[config.mk]
export PLATFORM = sky130hd
export DESIGN_NAME = debounce_array_flat
export DESIGN_NICKNAME = d
export VERILOG_FILES = /design/src/rtl/debounce_pkg.sv /design/src/rtl/debounce_array_if.sv /design/src/rtl/debounce_ch.sv /design/src/rtl/debounce_array.sv /design/src/flat_wrapper.sv
export SDC_FILE = /design/constraint.sdc
export NUM_CORES = 1
export LEC_CHECK = 0
export ABC_AREA = 1
export BUFFER_PORTS_ARGS = -buffer_cell sky130_fd_sc_hd__clkbuf_2
export CORE_ASPECT_RATIO = 0.9
export CORE_MARGIN = 3
export CORE_UTILIZATION = 35
export CTS_BUF_LIST = sky130_fd_sc_hd__clkbuf_4 sky130_fd_sc_hd__clkbuf_8
export CTS_CLUSTER_DIAMETER = 50
export DETAILED_ROUTE_END_ITERATION = 16
export GPL_TIMING_DRIVEN = 0
export SYNTH_ARGS = -nofsm -noshare
export SYNTH_HDL_FRONTEND = slang
export SYNTH_HIERARCHICAL = 1
export SYNTH_SLANG_ARGS = --single-unit
[constraint.sdc]
create_clock -name clk -period 1.22 [get_ports clk]
set_input_delay 0 -clock clk [delete_from_list [all_inputs] [get_ports clk]]
set_output_delay 0 -clock clk [all_outputs]
set_load 0.005 [all_outputs]
[src/rtl/debounce_pkg.sv]
`default_nettype none
// ============================================================================
// Module  : debounce_pkg
// Purpose : Shared limits and counter-width helper for the debounce array.
// Rev     : 1.0  initial release
// ============================================================================
package debounce_pkg;

  localparam int DB_MAX_CH     = 32;
  localparam int DB_MAX_STABLE = 255;

  // Counter only ever reaches STABLE_CNT-1; a single bit is kept even for STABLE_CNT=1.
  function automatic int db_cnt_width(input int stable_cnt);
    int w;
    w = $clog2(stable_cnt);
    return (w < 1) ? 1 : w;
  endfunction

endpackage
`default_nettype wire

[src/rtl/debounce_array_if.sv]
`default_nettype none
// ============================================================================
// Module  : debounce_array_if
// Purpose : Sample strobe, raw inputs, sticky clears and filtered outputs.
// Rev     : 1.0  initial release
// ============================================================================
interface debounce_array_if #(
  parameter int CH = 8
);

  logic          ck_enable;
  logic [CH-1:0] in;
  logic [CH-1:0] clr_chg;
  logic [CH-1:0] out;
  logic [CH-1:0] rise;
  logic [CH-1:0] fall;
  logic [CH-1:0] chg_sticky;

  modport master (
    output ck_enable, in, clr_chg,
    input  out, rise, fall, chg_sticky
  );

  modport slave (
    input  ck_enable, in, clr_chg,
    output out, rise, fall, chg_sticky
  );

endinterface
`default_nettype wire

[src/rtl/debounce_ch.sv]
`default_nettype none
// ============================================================================
// Module  : debounce_ch
// Purpose : One debounce channel: 2-flop synchroniser, run-length qualifier,
//           filtered level, edge pulses and sticky change flag.
// Rev     : 1.0  initial release
// ============================================================================
module debounce_ch
  import debounce_pkg::*;
#(
  parameter int STABLE_CNT = 4,
  parameter bit INIT_VAL   = 1'b0
) (
  input  wire logic clk,
  input  wire logic rst,
  input  wire logic ck_enable_i,
  input  wire logic in_i,
  input  wire logic clr_chg_i,
  output logic      out_o,
  output logic      rise_o,
  output logic      fall_o,
  output logic      chg_sticky_o
);

  localparam int             c_cnt_w    = db_cnt_width(STABLE_CNT);
  localparam logic [c_cnt_w-1:0] c_cnt_last = c_cnt_w'(STABLE_CNT - 1);

  logic               sync1_q, sync2_q;
  logic               out_q, out_d;
  logic [c_cnt_w-1:0] cnt_q, cnt_d;
  logic               rise_q, rise_d;
  logic               fall_q, fall_d;
  logic               sticky_q, sticky_d;

  always_comb begin
    cnt_d  = cnt_q;
    out_d  = out_q;
    rise_d = 1'b0;
    fall_d = 1'b0;
    if (ck_enable_i) begin
      if (sync2_q == out_q) begin
        cnt_d = '0;
      end else if (cnt_q == c_cnt_last) begin
        out_d  = sync2_q;
        cnt_d  = '0;
        rise_d = sync2_q;
        fall_d = ~sync2_q;
      end else begin
        cnt_d = cnt_q + c_cnt_w'(1);
      end
    end
    // A new edge outranks a clear arriving on the same clock.
    if (rise_d | fall_d) begin
      sticky_d = 1'b1;
    end else if (clr_chg_i) begin
      sticky_d = 1'b0;
    end else begin
      sticky_d = sticky_q;
    end
  end

  always_ff @(posedge clk or negedge rst) begin
    if (!rst) begin
      sync1_q  <= INIT_VAL;
      sync2_q  <= INIT_VAL;
      out_q    <= INIT_VAL;
      cnt_q    <= '0;
      rise_q   <= 1'b0;
      fall_q   <= 1'b0;
      sticky_q <= 1'b0;
    end else begin
      sync1_q  <= in_i;
      sync2_q  <= sync1_q;
      out_q    <= out_d;
      cnt_q    <= cnt_d;
      rise_q   <= rise_d;
      fall_q   <= fall_d;
      sticky_q <= sticky_d;
    end
  end

  assign out_o        = out_q;
  assign rise_o       = rise_q;
  assign fall_o       = fall_q;
  assign chg_sticky_o = sticky_q;

endmodule
`default_nettype wire

[src/rtl/debounce_array.sv]
`default_nettype none
// ============================================================================
// Module  : debounce_array
// Purpose : CH independent debounce channels sharing one sample strobe.
// Rev     : 1.0  initial release
// ============================================================================
module debounce_array
  import debounce_pkg::*;
#(
  parameter int          CH         = 8,
  parameter int          STABLE_CNT = 4,
  parameter logic [CH-1:0] INIT_VAL = '0
) (
  input  wire logic        clk,
  input  wire logic        rst,
  debounce_array_if.slave  bus
);

  logic [CH-1:0] w_out;
  logic [CH-1:0] w_rise;
  logic [CH-1:0] w_fall;
  logic [CH-1:0] w_sticky;

  if (CH < 1 || CH > DB_MAX_CH || STABLE_CNT < 1 || STABLE_CNT > DB_MAX_STABLE) begin : g_bad_param
    $error("debounce_array: illegal CH=%0d or STABLE_CNT=%0d", CH, STABLE_CNT);
  end

  for (genvar g = 0; g < CH; g++) begin : g_ch
    debounce_ch #(
      .STABLE_CNT (STABLE_CNT),
      .INIT_VAL   (INIT_VAL[g])
    ) u_ch (
      .clk          (clk),
      .rst          (rst),
      .ck_enable_i  (bus.ck_enable),
      .in_i         (bus.in[g]),
      .clr_chg_i    (bus.clr_chg[g]),
      .out_o        (w_out[g]),
      .rise_o       (w_rise[g]),
      .fall_o       (w_fall[g]),
      .chg_sticky_o (w_sticky[g])
    );
  end

  assign bus.out        = w_out;
  assign bus.rise       = w_rise;
  assign bus.fall       = w_fall;
  assign bus.chg_sticky = w_sticky;

endmodule
`default_nettype wire

[src/flat_wrapper.sv]
// flat-port wrapper written by rule: the top's interface ports become plain ports
module debounce_array_flat import debounce_pkg::*;
#(
  parameter int          CH         = 8,
  parameter int          STABLE_CNT = 4,
  parameter logic [CH-1:0] INIT_VAL = '0
)
  (clk, rst, bus_ck_enable, bus_in, bus_clr_chg, bus_out, bus_rise, bus_fall, bus_chg_sticky);
  debounce_array_if #(.CH(CH)) bus_i ();
  input  wire logic clk;
  input  wire logic rst;
  input wire logic [$bits(bus_i.ck_enable)-1:0] bus_ck_enable;
  input wire logic [$bits(bus_i.in)-1:0] bus_in;
  input wire logic [$bits(bus_i.clr_chg)-1:0] bus_clr_chg;
  output wire logic [$bits(bus_i.out)-1:0] bus_out;
  output wire logic [$bits(bus_i.rise)-1:0] bus_rise;
  output wire logic [$bits(bus_i.fall)-1:0] bus_fall;
  output wire logic [$bits(bus_i.chg_sticky)-1:0] bus_chg_sticky;
  assign bus_i.ck_enable = bus_ck_enable;
  assign bus_i.in = bus_in;
  assign bus_i.clr_chg = bus_clr_chg;
  assign bus_out = bus_i.out;
  assign bus_rise = bus_i.rise;
  assign bus_fall = bus_i.fall;
  assign bus_chg_sticky = bus_i.chg_sticky;
  debounce_array #(.CH(CH), .STABLE_CNT(STABLE_CNT), .INIT_VAL(INIT_VAL)) u_core (.clk(clk), .rst(rst), .bus(bus_i));
endmodule
After elaboration in Yosys (flattened, before gate mapping)
Index checks and enable logic that the tools add are counted.
- register bits after elaboration: 64
- logic and storage cells: 200
- output and inout port bits: 32
- reduce and logical (&&, ||, !) cells: 16
- muxes and demuxes: 80
- eq/ne operators: 16
- bitwise operators: 24
- add/sub/neg operators: 8
- operators by type and width (kind ; count):
    $mux W1 ; 64
    $mux W2 ; 16
    $reduce_and A3 Y1 ; 8
    $add A2 B1 Y2 const B ; 8
    $eq A2 B2 Y1 const B ; 8
    $not A1 Y1 ; 16
    $reduce_bool A2 Y1 ; 8
    $eq A1 B1 Y1 ; 8
    $or A1 B1 Y1 ; 8

Longest topological paths before layout
Gate-level depths: netlist (run 1).
- word-level depth: 6
- depth in mapped cells: 4
- gate-level depth less buffers: 4

Modules after synthesis
The synthesis (run 1) kept the hierarchy.
- modules (own cells, without submodules) (module ; times used ; cells an instance ; area each (um^2) ; sequential area each (um^2)):
    debounce_ch ; 8 ; 33 ; 326.6 ; 200.2

Worst setup path after synthesis (run 1)
No wires, ideal clock.
- kind: reg-to-reg
- start point: register u_core.g_ch[0].u_ch.cnt_q[0]
- end point: register u_core.g_ch[0].u_ch.sticky_q
- data arrival time: 781 ps
- required time: 1091 ps
- path slack: 310 ps
- period minus slack after synthesis: 910 ps
- path buffers: 0
- stages on the path, launching flop included: 4
- path through: dfrtp_1 -> ha_1 -> nand4_1 -> nand3_1
- cells in the longest elaborated chain, start to end: 6
- ends and longest elaborated chain (element ; RTL line ; text):
    start: declaration ; debounce_ch.sv:30 ; logic [c_cnt_w-1:0] cnt_q, cnt_d;
    start signal: assignment ; debounce_ch.sv:75 ; cnt_q <= cnt_d;
    $eq A2 B2 Y1 (*) ; debounce_ch.sv:43 ; end else if (cnt_q == c_cnt_last) begin
    $mux W1 ; debounce_ch.sv:43 ;
    $mux W1 ; debounce_ch.sv:41 ; if (sync2_q == out_q) begin
    $mux W1 ; debounce_ch.sv:40 ; if (ck_enable_i) begin
    $or A1 B1 Y1 (*) ; debounce_ch.sv:53 ; if (rise_d | fall_d) begin
    $mux W1 / $reduce_bool A2 Y1 (equally long branches) ; n/a ;
    end signal: assignment ; debounce_ch.sv:78 ; sticky_q <= sticky_d;
    end: declaration ; debounce_ch.sv:33 ; logic sticky_q, sticky_d;
Mark *: on every way between the ends. The rest lies on a longest branch, timed or not.
A chain may end at the register's enable or synchronous reset.

Final worst setup path (run 1)
- start point: register u_core.g_ch[5].u_ch.cnt_q[0]
- end point: register u_core.g_ch[5].u_ch.sticky_q
- cells in the longest elaborated chain, start to end: 6
- ends and longest elaborated chain (element ; RTL line):
    start: declaration ; debounce_ch.sv:30
    start signal: assignment ; debounce_ch.sv:75
    $eq A2 B2 Y1 (*) ; debounce_ch.sv:43
    $mux W1 ; debounce_ch.sv:43
    $mux W1 ; debounce_ch.sv:41
    $mux W1 ; debounce_ch.sv:40
    $or A1 B1 Y1 (*) ; debounce_ch.sv:53
    $mux W1 / $reduce_bool A2 Y1 (equally long branches) ; n/a
    end signal: assignment ; debounce_ch.sv:78
    end: declaration ; debounce_ch.sv:33
Marked as above.

==> flow_metrics.tcl, run 1 <==
set metrics [dict create \
    track_usage_pct 11.63 \
    multi_input_area_um2 830.8 \
    n_fill_cell 686 \
    dp_hpwl_um 3075 \
    grt_setup_unrepaired "false" \
    r2r_setup_slack_ns 0.18 \
    die_h_um 87.96 \
    cts_tree "yes" \
    ant_nets 0 \
    fin_cells 440 \
    p_comb_share_pct 21.2 \
    synth-seq-area-share_pct 61.30 \
    fmax_mhz 965.8 \
    hold_depth 2 \
    vias 1951 \
    path_clk_slew_ns 0.07 \
    clk_latency_ns 0.33 \
    post_cts_buffers 0 \
    ys_ff_latch 64 \
    hold_path.class "in -> reg" \
    holdWs_ns 0.3082 \
    end_kind "register" \
    die_area_um2 8538 \
    synth.distinct_cells 9 \
    grt_pass1_vias 1804 \
    gp_congestion 0.7914 \
    dpl.cell_count 407 \
    cp-startpoint "u_core/g_ch[5].u_ch/cnt_q[0]" \
    htreeDepth 3 \
    cp_data_arrival_time_ns 1.24 \
    portBuffers 50 \
    required_ns 1.42 \
    routed_wl_um 4567 \
    clockBufferDepth 2 \
    p_leak_nw 2.006 \
    outcome "completed" \
    syn_nets 299 \
    drive_gt1_share_pct 23.63 \
    reg2reg_depth 3 \
    tns_ns 0 \
    holdPathEnd "u_core/g_ch[6].u_ch/sync1_q" \
    min_period_ns 1.035 \
    drt_iter0_drc 83 \
    syn-cell-area_um2 2613 \
    numCtsBuffers 9 \
    r2r-end "u_core/g_ch[5].u_ch/chg_sticky_o" \
    cp_cell_sequence "ha_1 -> nand4_1 -> nand3_1" \
    cts-root-buf "clkbuf_8" \
    synth_top_cell_by_area "dfrtp_1" \
    swShare_pct 31.98 \
    avgSynthCellArea_um2 9.896 \
    slowest_delay_ns 0.42 \
    criticalPathCategory "reg -> reg" \
    crit_fanout 4 \
    setup_viol 0 \
    hold_viol 0 \
    power_frac_seq_pct 51.0 \
    p_per_area_nw_per_um2 1793 \
    start_kind "register" \
    netlist_instances 264 \
    p_sw_w 0.001915 \
    drv_cap 0 \
    coreArea_um2 7148 \
    clock_sinks 64 \
    floorplan.initialDensity_pct 36.55 \
    grt_pass1_wl_um 7838 \
    nets 377 \
    wl_per_cell_um 10.38 \
    grt_max_degree 65 \
    irDropWorstVdd_mv 0.8672 \
    clock_skew_ns 0.002858 \
    n_antenna_cell 0 \
    drc 0 \
    overflow 0 \
    slew_headroom_pct 44.34 \
    antenna_found_initial 0 \
    ios 51 \
    p_clk_share_pct 27.8 \
    worst_slew_pin_slew_ns 0.8349 \
    r2r-start "u_core/g_ch[5].u_ch/cnt_q[0]" \
    finalMaxSlewViolations 0 \
    area_delta_synth_final_pct 27.83 \
    p_int_w 0.004074 \
    ys_warn_count 6 \
    drt-pass1-iter-count 4 \
    die_x_um 97.07 \
    rows 29 \
    cp_slowest_cell "dfrtp_1" \
    yosysTopAreaCellShare_pct 61.30 \
    detail_route.vias_per_cell 4.434 \
    regArea_um2 1602 \
    synth.area.top_cells "dfrtp_1 61%, nand2_1 10%, ha_1 7.7%, nand3_1 6.1%, inv_1 5.7%" \
    min_from "bus_in[6]" \
    min_period_over_period_pct 84.87 \
]
[sequential cells by signal, indices dropped and copies added (netlist names)]
register and flops:
u_core/g_ch.u_ch/chg_sticky_o 8, u_core/g_ch.u_ch/sync2_q 8, u_core/g_ch.u_ch/rise_o 8, u_core/g_ch.u_ch/fall_o 8
u_core/g_ch.u_ch/cnt_q 16, u_core/g_ch.u_ch/sync1_q 8, u_core/g_ch.u_ch/out_o 8
[metal layers]
| metal | GRT usage, % | share of wire, % | wire, µm | vias to the layer above |
|---|---|---|---|---|
| met1 | 13.75 | 46 | 2087 | 914 |
| met5 | 0 | 0 | 0 | - |
| met4 | 4.592 | 1.0 | 46 | 0 |
| li1 | - | - | - | 990 |
| met3 | 5.096 | 6.2 | 284 | 4 |
| met2 | 18.92 | 47 | 2149 | 43 |
[cell usage after synthesis, drive strengths merged]
library cell  count
nand2            72
dfrtp            64
nand4            16
ha               16
inv              48
nand3            32
a21oi             8
nor2              8
[layout by cell type (no fill, tap or decap)]
master,n
nor2_1,8
dlygate4sd3_1,17
nand4_1,16
a21oi_2,8
clkbuf_4,2
nand3_1,32
inv_2,8
ha_1,16
nand2_1,72
inv_1,40
clkinv_2,3
clkbuf_8,12
clkbuf_2,49
dfrtp_1,64
[power by group through the flow]
stage                     logic [W]  clock network (W)  registers [W]
after floorplan            0.000813                  0        0.00302
after global placement      0.00121                  0        0.00307
after detailed placement    0.00126                  0        0.00309
after CTS                   0.00130            0.00174        0.00306
after global routing        0.00152            0.00184        0.00314
final                       0.00127            0.00166        0.00306
[worst max path at each step]
stage / endpoint / cells after the start / slack (ns)
final: u_core/g_ch[5].u_ch/chg_sticky_o / 3 / 0.18
after global routing: u_core/g_ch[6].u_ch/chg_sticky_o / 3 / 0.10
after CTS: u_core/g_ch[5].u_ch/chg_sticky_o / 3 / 0.18
after detailed placement: u_core/g_ch[5].u_ch/out_o / 3 / 0.14
after global placement: u_core/g_ch[5].u_ch/rise_o / 1 / -0.27
after floorplan: u_core/g_ch[0].u_ch/chg_sticky_o / 3 / 0.31
[critical path, delay by kind of cell (launching register included)]
kind	cells	cell delay, ns
adder cells (fa/ha/maj)	1	0.23
AND/OR/NAND/NOR	2	0.26
flip-flops	1	0.42
[through the flow]
step                      utilization [%]  power [W]  instance area [µm²]  worst slack [ns]
final                               46.72   0.005989                 3339            0.1846
after global routing                46.72   0.006498                 3339            0.1032
after CTS                           46.72   0.006102                 3339            0.1765
after detailed placement            41.71   0.004345                 2982            0.1369
after global placement              41.68   0.004280                 2979           -0.2700
after floorplan                         -   0.003830                 2613            0.3103
[kinds of logic after synthesis]
logic type,synth area share (%)
and+or+nand+nor,21.46
DFF,61.30
buffers and inverters,6.896
adders and majority gates,7.663
AOI/OAI and AO/OA,2.682
[cell type report]
| cell class | count | share of cell area [%] |
|---|---|---|
| clock buffers | 13 | 5.170 |
| clock inverters | 3 | 0.4496 |
| inverters | 48 | 5.395 |
| multi-input cells | 152 | 24.88 |
| flip-flops and latches | 64 | 47.96 |
| well taps | 93 | 3.484 |
| repair buffers | 67 | 12.66 |
[repair_timing]
action	CTS	global route
hold endpoints to repair	80	0
hold buffers	17	0
resized for setup	0	0
(Power assumes the default switching activity.)
==> run 2: changes to the inputs <==
==> constraint.sdc (replaced) <==
create_clock -name clk -period 0.9 [get_ports clk]
set_input_delay 0 -clock clk [delete_from_list [all_inputs] [get_ports clk]]
set_output_delay 0 -clock clk [all_outputs]
set_load 0.005 [all_outputs]
==> run 2 against run 1 <==
  * The flow now finishes with violations (negative hold slack, negative setup slack)
  * Fmax rose by 6.8%
  * Wire length rose by 7.6%
  * Via count increased by 4.0%
  * First-iteration DRC count grew 12%
  * Largest cell class unchanged
  * Largest power group unchanged
==> flow_metrics.tcl, run 2 (same netlist as run 1, synthesis figures left out) <==
set metrics [dict create \
    outcome "finished with violations" \
    failed_checks "negative hold slack, negative setup slack" \
    min_period_over_period_pct 107.8 \
    grt_setup_unrepaired "true" \
    area_delta_synth_final_pct 36.49 \
    largest_reg_flops 16 \
    min_period_ns 0.9699 \
    drv_cap 0 \
    tns_ns -0.8255 \
    end_kind "register" \
    grt_pass1_vias 1886 \
    final_cell_mix "72 x nand2_1, 53 x dfrtp_1, 49 x clkbuf_2, 40 x inv_1, 28 x nand3_1" \
    mostFrequentLayoutCell "nand2_1" \
    gp_congestion 0.7598 \
    total_power_w 0.008902 \
    clockBufferDepth 2 \
    rows 29 \
    finalMaxSlewViolations 0 \
    routed_wl_um 4916 \
    numCtsBuffers 9 \
    drc 0 \
    start_kind "register" \
    worst_slew_pin_slew_ns 0.8517 \
    criticalPathCategory "reg -> reg" \
    irDropWorstVdd_mv 0.9737 \
    required_ns 1.11 \
    holdWs_ns -0.2023 \
    dp_hpwl_um 3202 \
    slew_headroom_pct 43.22 \
    hold_path.class "in -> async" \
    cts-root-buf "clkbuf_8" \
    dp_worst_setup_slack_ns -0.1787 \
    stdcell_area_um2 3566 \
    floorplan.initialDensity_pct 36.55 \
    setup_viol 29 \
    clk_latency_ns 0.33 \
    fmax_mhz 1031 \
    cts_tree "yes" \
    crit_fanout 3 \
    cts_hold_buf 16 \
    track_usage_pct 12.27 \
    fin_ws_ns -0.06990 \
    die_h_um 87.96 \
    drive_gt1_share_pct 35.96 \
    p_per_area_nw_per_um2 2496 \
    die_x_um 97.07 \
    die_area_um2 8538 \
    n_fill_cell 673 \
    hold_viol 64 \
    ant_nets 0 \
    portBuffers 50 \
    regMostFlops "u_core/g_ch.u_ch/cnt_q" \
    coreArea_um2 7148 \
    htreeDepth 3 \
    n_antenna_cell 0 \
    wl_per_cell_um 10.95 \
    nets 387 \
    drt_iter0_drc 93 \
    p_leak_nw 2.008 \
    detail_route.vias_per_cell 4.519 \
    grt_pass1_wl_um 8307 \
    clock_sinks 64 \
    cp_data_arrival_time_ns 1.18 \
    dpl_cell_area_um2 2982 \
    ios 51 \
    grt_max_degree 65 \
    drt-pass1-iter-count 6 \
    antenna_found_initial 0 \
    overflow 0 \
    vias 2029 \
    clock_skew_ns 0.004641 \
    path_clk_slew_ns 0.06 \
]
[run 2: cell types whose count changed in the layout (fill, tap and decap cells not counted), sizes merged]
cell,delta
clkinvlp,+1
dlygate4sd3,-1
buf,+11
clkbuf,-1
clkinv,-1
[run 2: worst max-delay path, stage by stage, from the launching register on]
cell and delay [ns]:
dfrtp_1 0.42, ha_2 0.21, nand4_1 0.11, nand3_1 0.10
[run 2: metrics by stage]
| stage | utilization [%] | std cells | hold slack [ns] |
|---|---|---|---|
| floorplan | - | 264 | -0.2956 |
| global placement | 41.68 | 407 | 0.1077 |
| detailed placement | 41.71 | 407 | 0.1096 |
| CTS | 48.26 | 446 | -0.1652 |
| global route | 49.89 | 449 | -0.1389 |
| finish | 49.89 | 449 | -0.2023 |
[run 2: final timing paths]
kind	depth (start not counted)	slack, ns	start	endpoint
max reg2reg	3	-0.07	u_core/g_ch[1].u_ch/cnt_q[1]	u_core/g_ch[1].u_ch/chg_sticky_o
min reg2reg	0	0.35	u_core/g_ch[6].u_ch/sync1_q	u_core/g_ch[6].u_ch/sync2_q
min in group clk	2	0.30	bus_in[3]	u_core/g_ch[3].u_ch/sync1_q
max	3	-0.07	u_core/g_ch[1].u_ch/cnt_q[1]	u_core/g_ch[1].u_ch/chg_sticky_o
max in group asynchronous	1	0.49	rst	u_core/g_ch[3].u_ch/out_o
min	1	-0.20	rst	u_core/g_ch[5].u_ch/fall_o
[run 2: layout make-up]
cell class	count	area [µm²]	area share (%)
inverters	48	180.2	5.053
multi-input cells	152	978.4	27.44
flip-flops and latches	64	1615	45.30
clock buffers	12	158.9	4.456
clock inverters	3	17.52	0.4912
repair buffers	77	499.2	14.00
well taps	93	116.4	3.263
[run 2: layer usage]
metal	wire [µm]	vias to the layer above	GRT usage, %
met5	0	-	0
met4	82	0	5.740
met1	2238	960	13.89
met2	2259	49	20.61
li1	-	1012	-
met3	335	8	4.936
[run 2: repair_timing]
action	CTS	global route
setup buffers	8	3
setup endpoints to repair	56	56
gates resized for setup	23	22
hold endpoints to repair	80	64
pin swaps	26	29
gates cloned	0	0
[run 2: report_power, final]
group / internal [W] / switching, W / total, W
sequential: 0.00353 / 0.000750 / 0.00428
clock: 0.00115 / 0.00101 / 0.00216
combinational: 0.00129 / 0.00117 / 0.00246
